[src/rtl/sum_accum_pkg.sv]
// Shared types and defaults for the sum_accum burst accumulator.
package sum_accum_pkg;

  typedef enum logic [1:0] {
    IDLE  = 2'd0,
    ACCUM = 2'd1,
    DONE  = 2'd2
  } state_t;

  localparam int unsigned DEF_WIDTH   = 32;
  localparam int unsigned DEF_MAX_LEN = 16;

  localparam logic [DEF_WIDTH-1:0] SAT_POS = {1'b0, {(DEF_WIDTH-1){1'b1}}};
  localparam logic [DEF_WIDTH-1:0] SAT_NEG = {1'b1, {(DEF_WIDTH-1){1'b0}}};

endpackage

[src/rtl/sum_accum_ripple_adder.sv]
// Plain ripple-carry adder: sum and carry-out, no carry-in.
module ripple_adder #(
  parameter int unsigned WIDTH = 32
) (
  input  logic [WIDTH-1:0] a,
  input  logic [WIDTH-1:0] b,
  output logic [WIDTH-1:0] sum,
  output logic             cout
);

  always_comb begin
    logic c;
    c   = 1'b0;
    sum = '0;
    for (int unsigned i = 0; i < WIDTH; i++) begin
      sum[i] = a[i] ^ b[i] ^ c;
      c      = (a[i] & b[i]) | (c & (a[i] ^ b[i]));
    end
    cout = c;
  end

endmodule

[src/rtl/sum_accum.sv]
// Burst accumulator: sums len operands, reports sticky carry/overflow.
// Optional saturation on signed overflow via macro SUM_ACCUM_SAT_EN.
module sum_accum
  import sum_accum_pkg::*;
#(
  parameter int unsigned WIDTH   = DEF_WIDTH,
  parameter int unsigned MAX_LEN = DEF_MAX_LEN
) (
  input  logic                           clk,
  input  logic                           rst_n,
  input  logic                           start,
  input  logic [$clog2(MAX_LEN+1)-1:0]   len,
  input  logic                           in_valid,
  output logic                           in_ready,
  input  logic [WIDTH-1:0]               in_data,
  output logic                           out_valid,
  input  logic                           out_ready,
  output logic [WIDTH-1:0]               out_sum,
  output logic                           out_carry,
  output logic                           out_overflow,
  output logic                           busy
);

  localparam int unsigned LW = $clog2(MAX_LEN + 1);

  state_t           r_state;
  state_t           w_state_nxt;
  logic [WIDTH-1:0] r_acc;
  logic [LW-1:0]    r_cnt;
  logic             r_carry;
  logic             r_ovf;

  logic [WIDTH-1:0] w_sum;
  logic [WIDTH-1:0] w_acc_nxt;
  logic             w_cout;
  logic             w_ovf;
  logic             w_beat;
  logic             w_start_ok;

  ripple_adder #(.WIDTH(WIDTH)) u_adder (
    .a    (r_acc),
    .b    (in_data),
    .sum  (w_sum),
    .cout (w_cout)
  );

  assign w_ovf = (r_acc[WIDTH-1] == in_data[WIDTH-1]) && (w_sum[WIDTH-1] != r_acc[WIDTH-1]);

`ifdef SUM_ACCUM_SAT_EN
  localparam logic [WIDTH-1:0] L_SAT_NEG = {1'b1, {(WIDTH-1){1'b0}}};
  localparam logic [WIDTH-1:0] L_SAT_POS = {1'b0, {(WIDTH-1){1'b1}}};
  // Overflow only occurs with equal operand signs, so acc's MSB picks the rail.
  assign w_acc_nxt = w_ovf ? (r_acc[WIDTH-1] ? L_SAT_NEG : L_SAT_POS) : w_sum;
`else
  assign w_acc_nxt = w_sum;
`endif

  assign w_start_ok = (r_state == IDLE) && start && (len != '0) && (len <= LW'(MAX_LEN));
  assign w_beat     = in_ready && in_valid;

  always_ff @(posedge clk or negedge rst_n) begin
    if (!rst_n) r_state <= IDLE;
    else        r_state <= w_state_nxt;
  end

  always_comb begin
    w_state_nxt = r_state;
    in_ready    = 1'b0;
    out_valid   = 1'b0;
    busy        = 1'b1;
    case (r_state)
      IDLE: begin
        busy = 1'b0;
        if (w_start_ok) w_state_nxt = ACCUM;
      end
      ACCUM: begin
        in_ready = 1'b1;
        if (in_valid && (r_cnt == LW'(1))) w_state_nxt = DONE;
      end
      DONE: begin
        out_valid = 1'b1;
        if (out_ready) w_state_nxt = IDLE;
      end
      default: begin
        busy        = 1'b0;
        w_state_nxt = IDLE;
      end
    endcase
  end

  always_ff @(posedge clk or negedge rst_n) begin
    if (!rst_n) begin
      r_acc   <= '0;
      r_cnt   <= '0;
      r_carry <= 1'b0;
      r_ovf   <= 1'b0;
    end else if (w_start_ok) begin
      r_acc   <= '0;
      r_cnt   <= len;
      r_carry <= 1'b0;
      r_ovf   <= 1'b0;
    end else if (w_beat) begin
      r_acc   <= w_acc_nxt;
      r_cnt   <= r_cnt - LW'(1);
      r_carry <= r_carry | w_cout;
      r_ovf   <= r_ovf | w_ovf;
    end
  end

  assign out_sum      = r_acc;
  assign out_carry    = r_carry;
  assign out_overflow = r_ovf;

endmodule

[config.mk]
export PLATFORM = sky130hd
export DESIGN_NAME = sum_accum
export DESIGN_NICKNAME = d
export VERILOG_FILES = /design/src/rtl/sum_accum_pkg.sv /design/src/rtl/sum_accum_ripple_adder.sv /design/src/rtl/sum_accum.sv
export SDC_FILE = /design/constraint.sdc
export NUM_CORES = 1
export LEC_CHECK = 0
export CORE_ASPECT_RATIO = 0.6
export CORE_MARGIN = 2
export CORE_UTILIZATION = 40
export DETAILED_ROUTE_END_ITERATION = 10
export PLACE_DENSITY = 0.78
export SYNTH_ARGS = -nofsm -noshare
export SYNTH_HDL_FRONTEND = slang
export SYNTH_HIERARCHICAL = 1
export SYNTH_SLANG_ARGS = --single-unit
[constraint.sdc]
create_clock -name clk -period 25 [get_ports clk]
set_input_delay 5 -clock clk [delete_from_list [all_inputs] [get_ports clk]]
set_output_delay 5 -clock clk [all_outputs]
set_load 0.005 [all_outputs]
==> results of run 1 <==
-- stage by stage --
stage               cell area (µm²)  power (mW)  setup slack (ns)
finish                         3490       0.395              6.96
CTS                            3490       0.399              6.96
global route                   3490       0.437              6.46
detailed placement             3380       0.341              6.70
global placement               3380       0.332              6.81
floorplan                      2510       0.241              7.69
-- cells by family (layout without fill, tap and decap cells) --
| family | count (synthesis) | after routing | share of synthesized area |
|---|---|---|---|
| and+or+nand+nor | 84 | 84 | 0.140 |
| muxes | 3 | 3 | 0.0159 |
| adders and majority gates | 38 | 38 | 0.282 |
| AOI/OAI and AO/OA | 48 | 48 | 0.104 |
| xor gates and xnor gates | 3 | 3 | 0.0105 |
| buffers and inverters | 26 | 103 | 0.0403 |
| DFF | 41 | 41 | 0.408 |
-- placed cells by master, fill, tap and decap left out, types with 2 or more instances in the layout --
cell type	instances
a21oi_1	36
buf_4	2
clkbuf_8	6
clkdlybuf4s50_1	77
dfrtp_1	41
fa_1	31
ha_1	7
inv_1	15
mux2_4	2
nand2_1	70
nand3b_1	2
nor2_1	6
o21ai_0	2
o21ai_1	3
xnor2_1	2
-- power by group --
part | internal [mW] | switching, mW
clock | 0.0326 | 0.0231
combinational | 0.116 | 0.0910
sequential | 0.0984 | 0.0341
total | 0.247 | 0.148
-- flip-flops by register name, indices dropped and copies added, names as in the netlist --
| name | flops |
|---|---|
| r_cnt | 5 |
| out_overflow | 1 |
| r_state | 2 |
| out_carry | 1 |
| out_sum | 32 |
-- cell usage after synthesis --
library cell | number | area [µm²]
a21boi_0 | 1 | 7.51
a21oi_1 | 36 | 180
a21oi_2 | 1 | 8.76
a221o_1 | 1 | 10.0
a31o_2 | 1 | 8.76
a31oi_1 | 1 | 6.26
and2_1 | 1 | 6.26
buf_2 | 3 | 15.0
clkbuf_1 | 8 | 30.0
dfrtp_1 | 41 | 1030
fa_1 | 31 | 621
ha_1 | 7 | 87.6
inv_1 | 15 | 56.3
mux2_4 | 2 | 30.0
mux2i_1 | 1 | 10.0
nand2_1 | 70 | 263
nand2b_1 | 1 | 6.26
nand3_1 | 1 | 5.00
nand3b_1 | 2 | 15.0
nand4_1 | 1 | 6.26
nor2_1 | 6 | 22.5
nor4_1 | 1 | 6.26
nor4_4 | 1 | 21.3
o21a_1 | 1 | 7.51
o21ai_0 | 2 | 10.0
o21ai_1 | 3 | 15.0
o22ai_1 | 1 | 6.26
xnor2_1 | 2 | 17.5
xor2_1 | 1 | 8.76
-- worst max-delay path: cells and delay by family --
family | cells | cell delay [ns]
simple gates | 1 | 0.05
fa+ha+maj | 32 | 12.13
compound gates | 2 | 0.24
buf+inv | 5 | 0.74
-- layout make-up --
class | count | area [µm²]
multi-input combinational | 176 | 1400
timing repair buffer | 80 | 791
inverter | 15 | 56.3
tap | 84 | 105
fill | 523 | 2590
clock buffer | 7 | 86.3
clock inverter | 1 | 30.0
sequential | 41 | 1030
-- per-layer routing --
layer,up-vias,track usage,wire [µm]
met5,-,0,0
met4,0,0.0526,76
met3,7,0.0496,393
met2,60,0.270,2460
met1,943,0.249,2660
li1,923,-,-
-- worst max-delay path by stage --
stage,cells after the start,endpoint,start
3_3_place_gp,40,out_overflow,in_data[0]
5_1_grt,41,out_overflow,in_data[0]
3_5_place_dp,40,out_overflow,in_data[0]
2_1_floorplan,40,out_overflow,in_data[0]
4_1_cts,40,out_overflow,in_data[0]
6_report,40,out_overflow,in_data[0]
==> metrics.txt, run 1 <==
status=complete, no violations; initial DRC count=67; Core ar.=6080 µm²; Post-Syn Area per Cell=10.3 µm²; Post-Place Cells=396; Area Overhead vs Synth=39.0%; IO Count=79; r2r setup slk=11.65 ns; max-slew violation count=0; row count=22; layout net count=399; PD cells=113 nW/µm²; WL final=5590 µm; post-DP HPWL=4030 µm; RePlAce Congestion=0.773; largest net degree at the start of global routing=42; CTS tree=done; hold_buf cts=0; CP dominant cell by count=fa_1; Net Count, Synth=323; worst endpoint required time=25.14 ns; global route total overflow=0; Total GRT Usage=0.177; CP peak stage delay=0.42 ns; hold depth=2; clk_skew=0.0129 ns; Hold WC Path Type=register to register; pin slew with the least headroom to its limit=1.20 ns; crit share post-route=0.721; total CTS buffers=5; Hold Fails Final Rpt=0; DRC viols=0; antenna diode count=0; RSZ-0062 raised after global routing=no; vias=1933; sequential area share after synthesis=0.408; endpoints failing setup=0; CTS H-tree lvls=2; initial antenna violation count=0; max_slew headroom=0.184; clk root buf=clkbuf_8; fin util=0.574; minimum clock period=18.04 ns; clock sink count=41; layout cells sized above 1=0.0500; cells on worst reg2reg path=39; post-synthesis register bit count=41; vias in the first global route=1924; first-pass GRT wire length=9470 µm; Clock Tree Buf Depth=2; CP Data Arrival Time=18.18 ns; R2R Path Start=out_sum[0]; worst setup path category=input port to register; cts repair resizes=0; hold endpoint=out_carry; Worst Path Max Fanout=3; hold_sp=out_carry; Post CTS Setup Buffer Count=0; Cell Area, Synth=2510 µm²; Non-Filler Instances=404; clock network latency to the later pin of the worst-skew pair=0.30 ns; Crit Reg-Reg Endpoint=out_overflow; Initial Util=0.413; die height=65.4 µm; Avg WL per Cell=13.8 µm; post-route ant nets=0; Port Buf Inserts=78; hold slack=0.515 ns; Max Fclk=55.4 MHz; post-synth cell types=29; via/cell ratio=4.78; Die Wd=106 µm; Static Leak=1.50 nW; clk slew on worst S/H paths=0.08 ns; crit end category=register; CP max-delay cell=fa_1; Synth Instances=243; crit start category=input port; worst IR drop on VDD=0.0480 mV; max cap viols=0; setup tns final=0 ns; Yosys Warn Count=6; full die area=6960 µm²; DR pass1 iterations=4
Note: power is estimated with default switching activity, not from simulation.
==> inputs of run 2 (changes only) <==
PLACE_DENSITY = 0.81   (was 0.78)
clock period = 15.5 ns   (was 25 ns; I/O delays follow)
==> metrics.txt, run 2 (synthesis results as in run 1) <==
worst slack at placement=-1.02 ns; IO Count=79; Die Wd=106 µm; crit end category=register; WL final=5590 µm; worst setup path category=input port to register; crit share post-route=0.974; initial antenna violation count=0; CP delay by family, top=adder cells; largest net degree at the start of global routing=42; worst endpoint required time=15.71 ns; layout cells sized above 1=0.134; R2R Path Start=out_sum[0]; post-route ant nets=0; CTS H-tree lvls=2; vias in the first global route=2066; cells on worst reg2reg path=40; CP max-delay cell=fa_1; WP buf/inv=5; DRC viols=0; max cap viols=0; Non-Filler Instances=404; Post-Place Cells=396; Area after DPL=3380 µm²; Area Overhead vs Synth=40.9%; Initial Util=0.413; Critical Path Source=in_data[0]; RePlAce Congestion=0.755; Final Worst Setup Slack=0.399 ns; worst IR drop on VDD=0.0832 mV; pin slew with the least headroom to its limit=1.18 ns; Fill cells=540; Avg WL per Cell=13.8 µm; clk_skew=0.00637 ns; max-slew violation count=0; area of the multi-input gates=1460 µm²; setup tns final=0 ns; global route total overflow=0; clk root buf=clkbuf_8; DR pass1 iterations=4; r2r setup slk=3.18 ns; Core ar.=6080 µm²; fin util=0.582; initial DRC count=47; max reg flops=32; Max Fclk=66.2 MHz; crit start category=input port; layout net count=399; antenna diode count=0; hold_sp=out_overflow; most common cell after layout, fill and taps aside=clkdlybuf4s50_1; clock sink count=41; row count=22; clock network latency to the later pin of the worst-skew pair=0.29 ns; via/cell ratio=4.81; hold_buf cts=0; max_slew headroom=0.194; critical path depth=41; Port Buf Inserts=78; clk slew on worst S/H paths=0.07 ns; Worst Path Max Fanout=3; CTS tree=done; CP dominant cell by count=fa_2; status=complete, no violations; PD cells=181 nW/µm²; Hold WC Path Type=register to register; die height=65.4 µm; minimum clock period=15.10 ns; first-pass GRT wire length=9830 µm; total CTS buffers=5; Static Leak=1.46 nW; Finished Cell Area=3540 µm²; Hold Fails Final Rpt=0; Clock Tree Buf Depth=2; endpoints failing setup=0; full die area=6960 µm²; vias=1945; Post CTS Setup Buffer Count=0; Crit Reg-Reg Endpoint=out_overflow; hold endpoint=out_overflow; sequential standard cell area=1030 µm²; CP peak stage delay=0.42 ns; hold depth=2; post-DP HPWL=3850 µm; Total GRT Usage=0.182; most frequent cells in the layout=77 x clkdlybuf4s50_1, 70 x nand2_1, 41 x dfrtp_1, 36 x a21oi_1, 25 x fa_2; CP Data Arrival Time=15.32 ns
## run 2: cell types whose count changed in the layout (fill, tap and decap cells not counted), sizes merged
cell    previous run  this run
bufinv             1         0
clkinv             0         1
## run 2: metal layers
layer  up-vias  part of all wire  track usage
met1       955              0.49        0.260
met2        54              0.44        0.277
li1        929                 -            -
met5         -                 0            0
met4         0             0.012       0.0477
met3         7             0.056       0.0486
## run 2: area by class of cell
cell class | count | share of cell area
Multi-Input combinational cell | 176 | 0.413
Sequential cell | 41 | 0.290
Timing Repair Buffer | 80 | 0.223
Tap cell | 84 | 0.0297
Clock buffer | 7 | 0.0272
Inverter | 15 | 0.0159
Clock inverter | 1 | 0.00141
## run 2: timing repair
| action | 4_1_cts | 5_1_grt |
|---|---|---|
| pin swaps | 0 | 2 |
| gates resized for setup | 17 | 9 |
| setup endpoints to repair | 4 | 3 |
## run 2: worst max-delay path by stage
stage | endpoint
after floorplan | out_overflow
after global placement | out_overflow
after detailed placement | out_overflow
after CTS | out_overflow
after global routing | out_overflow
final | out_overflow
## run 2: stage by stage
stage / power (mW) / hold WS, ns
floorplan: 0.388 / 0.486
global placement: 0.537 / 0.484
detailed placement: 0.548 / 0.490
CTS: 0.640 / 0.513
global route: 0.718 / 0.565
finish: 0.642 / 0.511
## run 2: tightest hold or removal path, cell delays in order (launching register included)
cell and delay (ns):
dfrtp_1 0.36, a21oi_1 0.04, nor2_1 0.07
## run 2: power breakdown
group / leakage, nW / total (mW) / internal, mW / switching [mW]
clock network: 0.0542 / 0.0761 / 0.0403 / 0.0358
registers: 0.539 / 0.216 / 0.159 / 0.0576
logic: 0.870 / 0.350 / 0.198 / 0.151
==> inputs of run 3 (changes only) <==
CORE_MARGIN = unset   (was 2)
==> metrics.txt, run 3 (synthesis results as in run 1) <==
Total GRT Usage=0.190; met1 WL=2670 µm; max cap viols=0; Avg WL per Cell=14.1 µm; Hold WC Path Type=register to register; CP peak stage delay=0.42 ns; Clock Tree Buf Depth=2; DR pass1 iterations=4; met2 WL=2610 µm; Non-Filler Instances=399; CTS tree=done; full die area=6620 µm²; PD cells=181 nW/µm²; CP dominant cell by count=fa_2; die height=63.4 µm; clk slew on worst S/H paths=0.08 ns; Finished Cell Area=3530 µm²; max reg flops=32; clk_skew=0.00713 ns; vias in the first global route=2102; post-DP HPWL=4150 µm; IO Count=79; Static Leak=1.46 nW; hold_buf cts=0; post-route ant nets=0; row count=21; Post-Place Cells=392; total power draw=0.638 mW; clock sink count=41; antenna diode count=0; Area Overhead vs Synth=40.3%; endpoints failing setup=0; Area after DPL=3370 µm²; clock network latency to the later pin of the worst-skew pair=0.28 ns; Hold Fails Final Rpt=0; hold slack=0.508 ns; vias=1959; largest net degree at the start of global routing=42; total CTS buffers=5; Initial Util=0.433; global route total overflow=0; DR WL met3=346 µm; via/cell ratio=4.91; minimum clock period=15.04 ns; CP max-delay cell=fa_1; DRC viols=0; Core ar.=5810 µm²; worst IR drop on VDD=0.0752 mV; most frequent cells in the layout=77 x clkdlybuf4s50_1, 70 x nand2_1, 41 x dfrtp_1, 36 x a21oi_1, 25 x fa_2; Worst Path Max Fanout=3; initial antenna violation count=0; Max Fclk=66.5 MHz; first-pass GRT wire length=9850 µm; Die Wd=104 µm; WL final=5640 µm; initial DRC count=96; CP Data Arrival Time=15.25 ns; r2r setup slk=3.25 ns; layout net count=399; status=complete, no violations; pin slew with the least headroom to its limit=1.13 ns; max-slew violation count=0; crit start category=input port; clk root buf=clkbuf_8; crit share post-route=0.970; crit end category=register; RePlAce Congestion=0.751; worst endpoint required time=15.71 ns; Top Metal Used=met4; max_slew headroom=0.229; layout cells sized above 1=0.132; CTS H-tree lvls=2; RSZ-0062 raised after global routing=no; Port Buf Inserts=78; most common cell after layout, fill and taps aside=clkdlybuf4s50_1; worst setup path category=input port to register; setup tns final=0 ns
==> run 3: cell count changes in the layout (fill, tap and decap cells not counted) <==
cell / previous run / this run
clkinv_2: 1 / 0
clkbuf_1: 0 / 1
o22ai_2: 0 / 1
clkbuf_8: 7 / 6
o22ai_1: 1 / 0
==> run 3: layout make-up <==
cell class,count,area [µm²]
sequential,41,1030
fill,470,2280
timing repair buffer,80,791
clock buffer,7,86.3
inverter,15,56.3
tap,80,100
multi-input combinational,176,1470
==> run 3: worst max-delay path: cells and delay by family <==
kind | cells | cell delay (ns)
adders and majority gates | 32 | 11.06
and+or+nand+nor | 2 | 0.17
AOI/OAI and AO/OA | 2 | 0.19
buffers and inverters | 5 | 0.72
==> run 3: per-layer routing <==
| layer | GRT usage | up-vias |
|---|---|---|
| met5 | 0 | - |
| met2 | 0.302 | 57 |
| met1 | 0.257 | 972 |
| li1 | - | 928 |
| met4 | 0.0429 | 0 |
| met3 | 0.0590 | 2 |
==> run 3: worst paths after layout <==
check	endpoint	cells after the start	from
setup / recovery	out_overflow	41	in_data[0]
hold / removal	out_overflow	2	out_overflow
setup reg to reg	out_overflow	40	out_sum[0]
hold reg to reg	out_overflow	2	out_overflow
max in group asynchronous	out_sum[27]	1	rst_n
min in group asynchronous	r_state[1]	1	rst_n
==> run 3: what timing repair did <==
action,in CTS,in global routing
buffers inserted,0,0
endpoints found under the setup margin,4,2
cloned,0,0
resized for setup,18,9
pin swaps,1,1
==> run 3: through the flow <==
step                      utilization  worst slack [ns]
after floorplan                     -            0.0920
after global placement          0.581            -0.854
after detailed placement        0.581             -1.09
after CTS                       0.603            0.0116
after global routing            0.607            0.0353
final                           0.607             0.464
==> run 3: power breakdown <==
group          internal (mW)  total (mW)  switching, mW
clock                 0.0354      0.0701         0.0347
combinational          0.199       0.350          0.151
sequential             0.159       0.218         0.0594
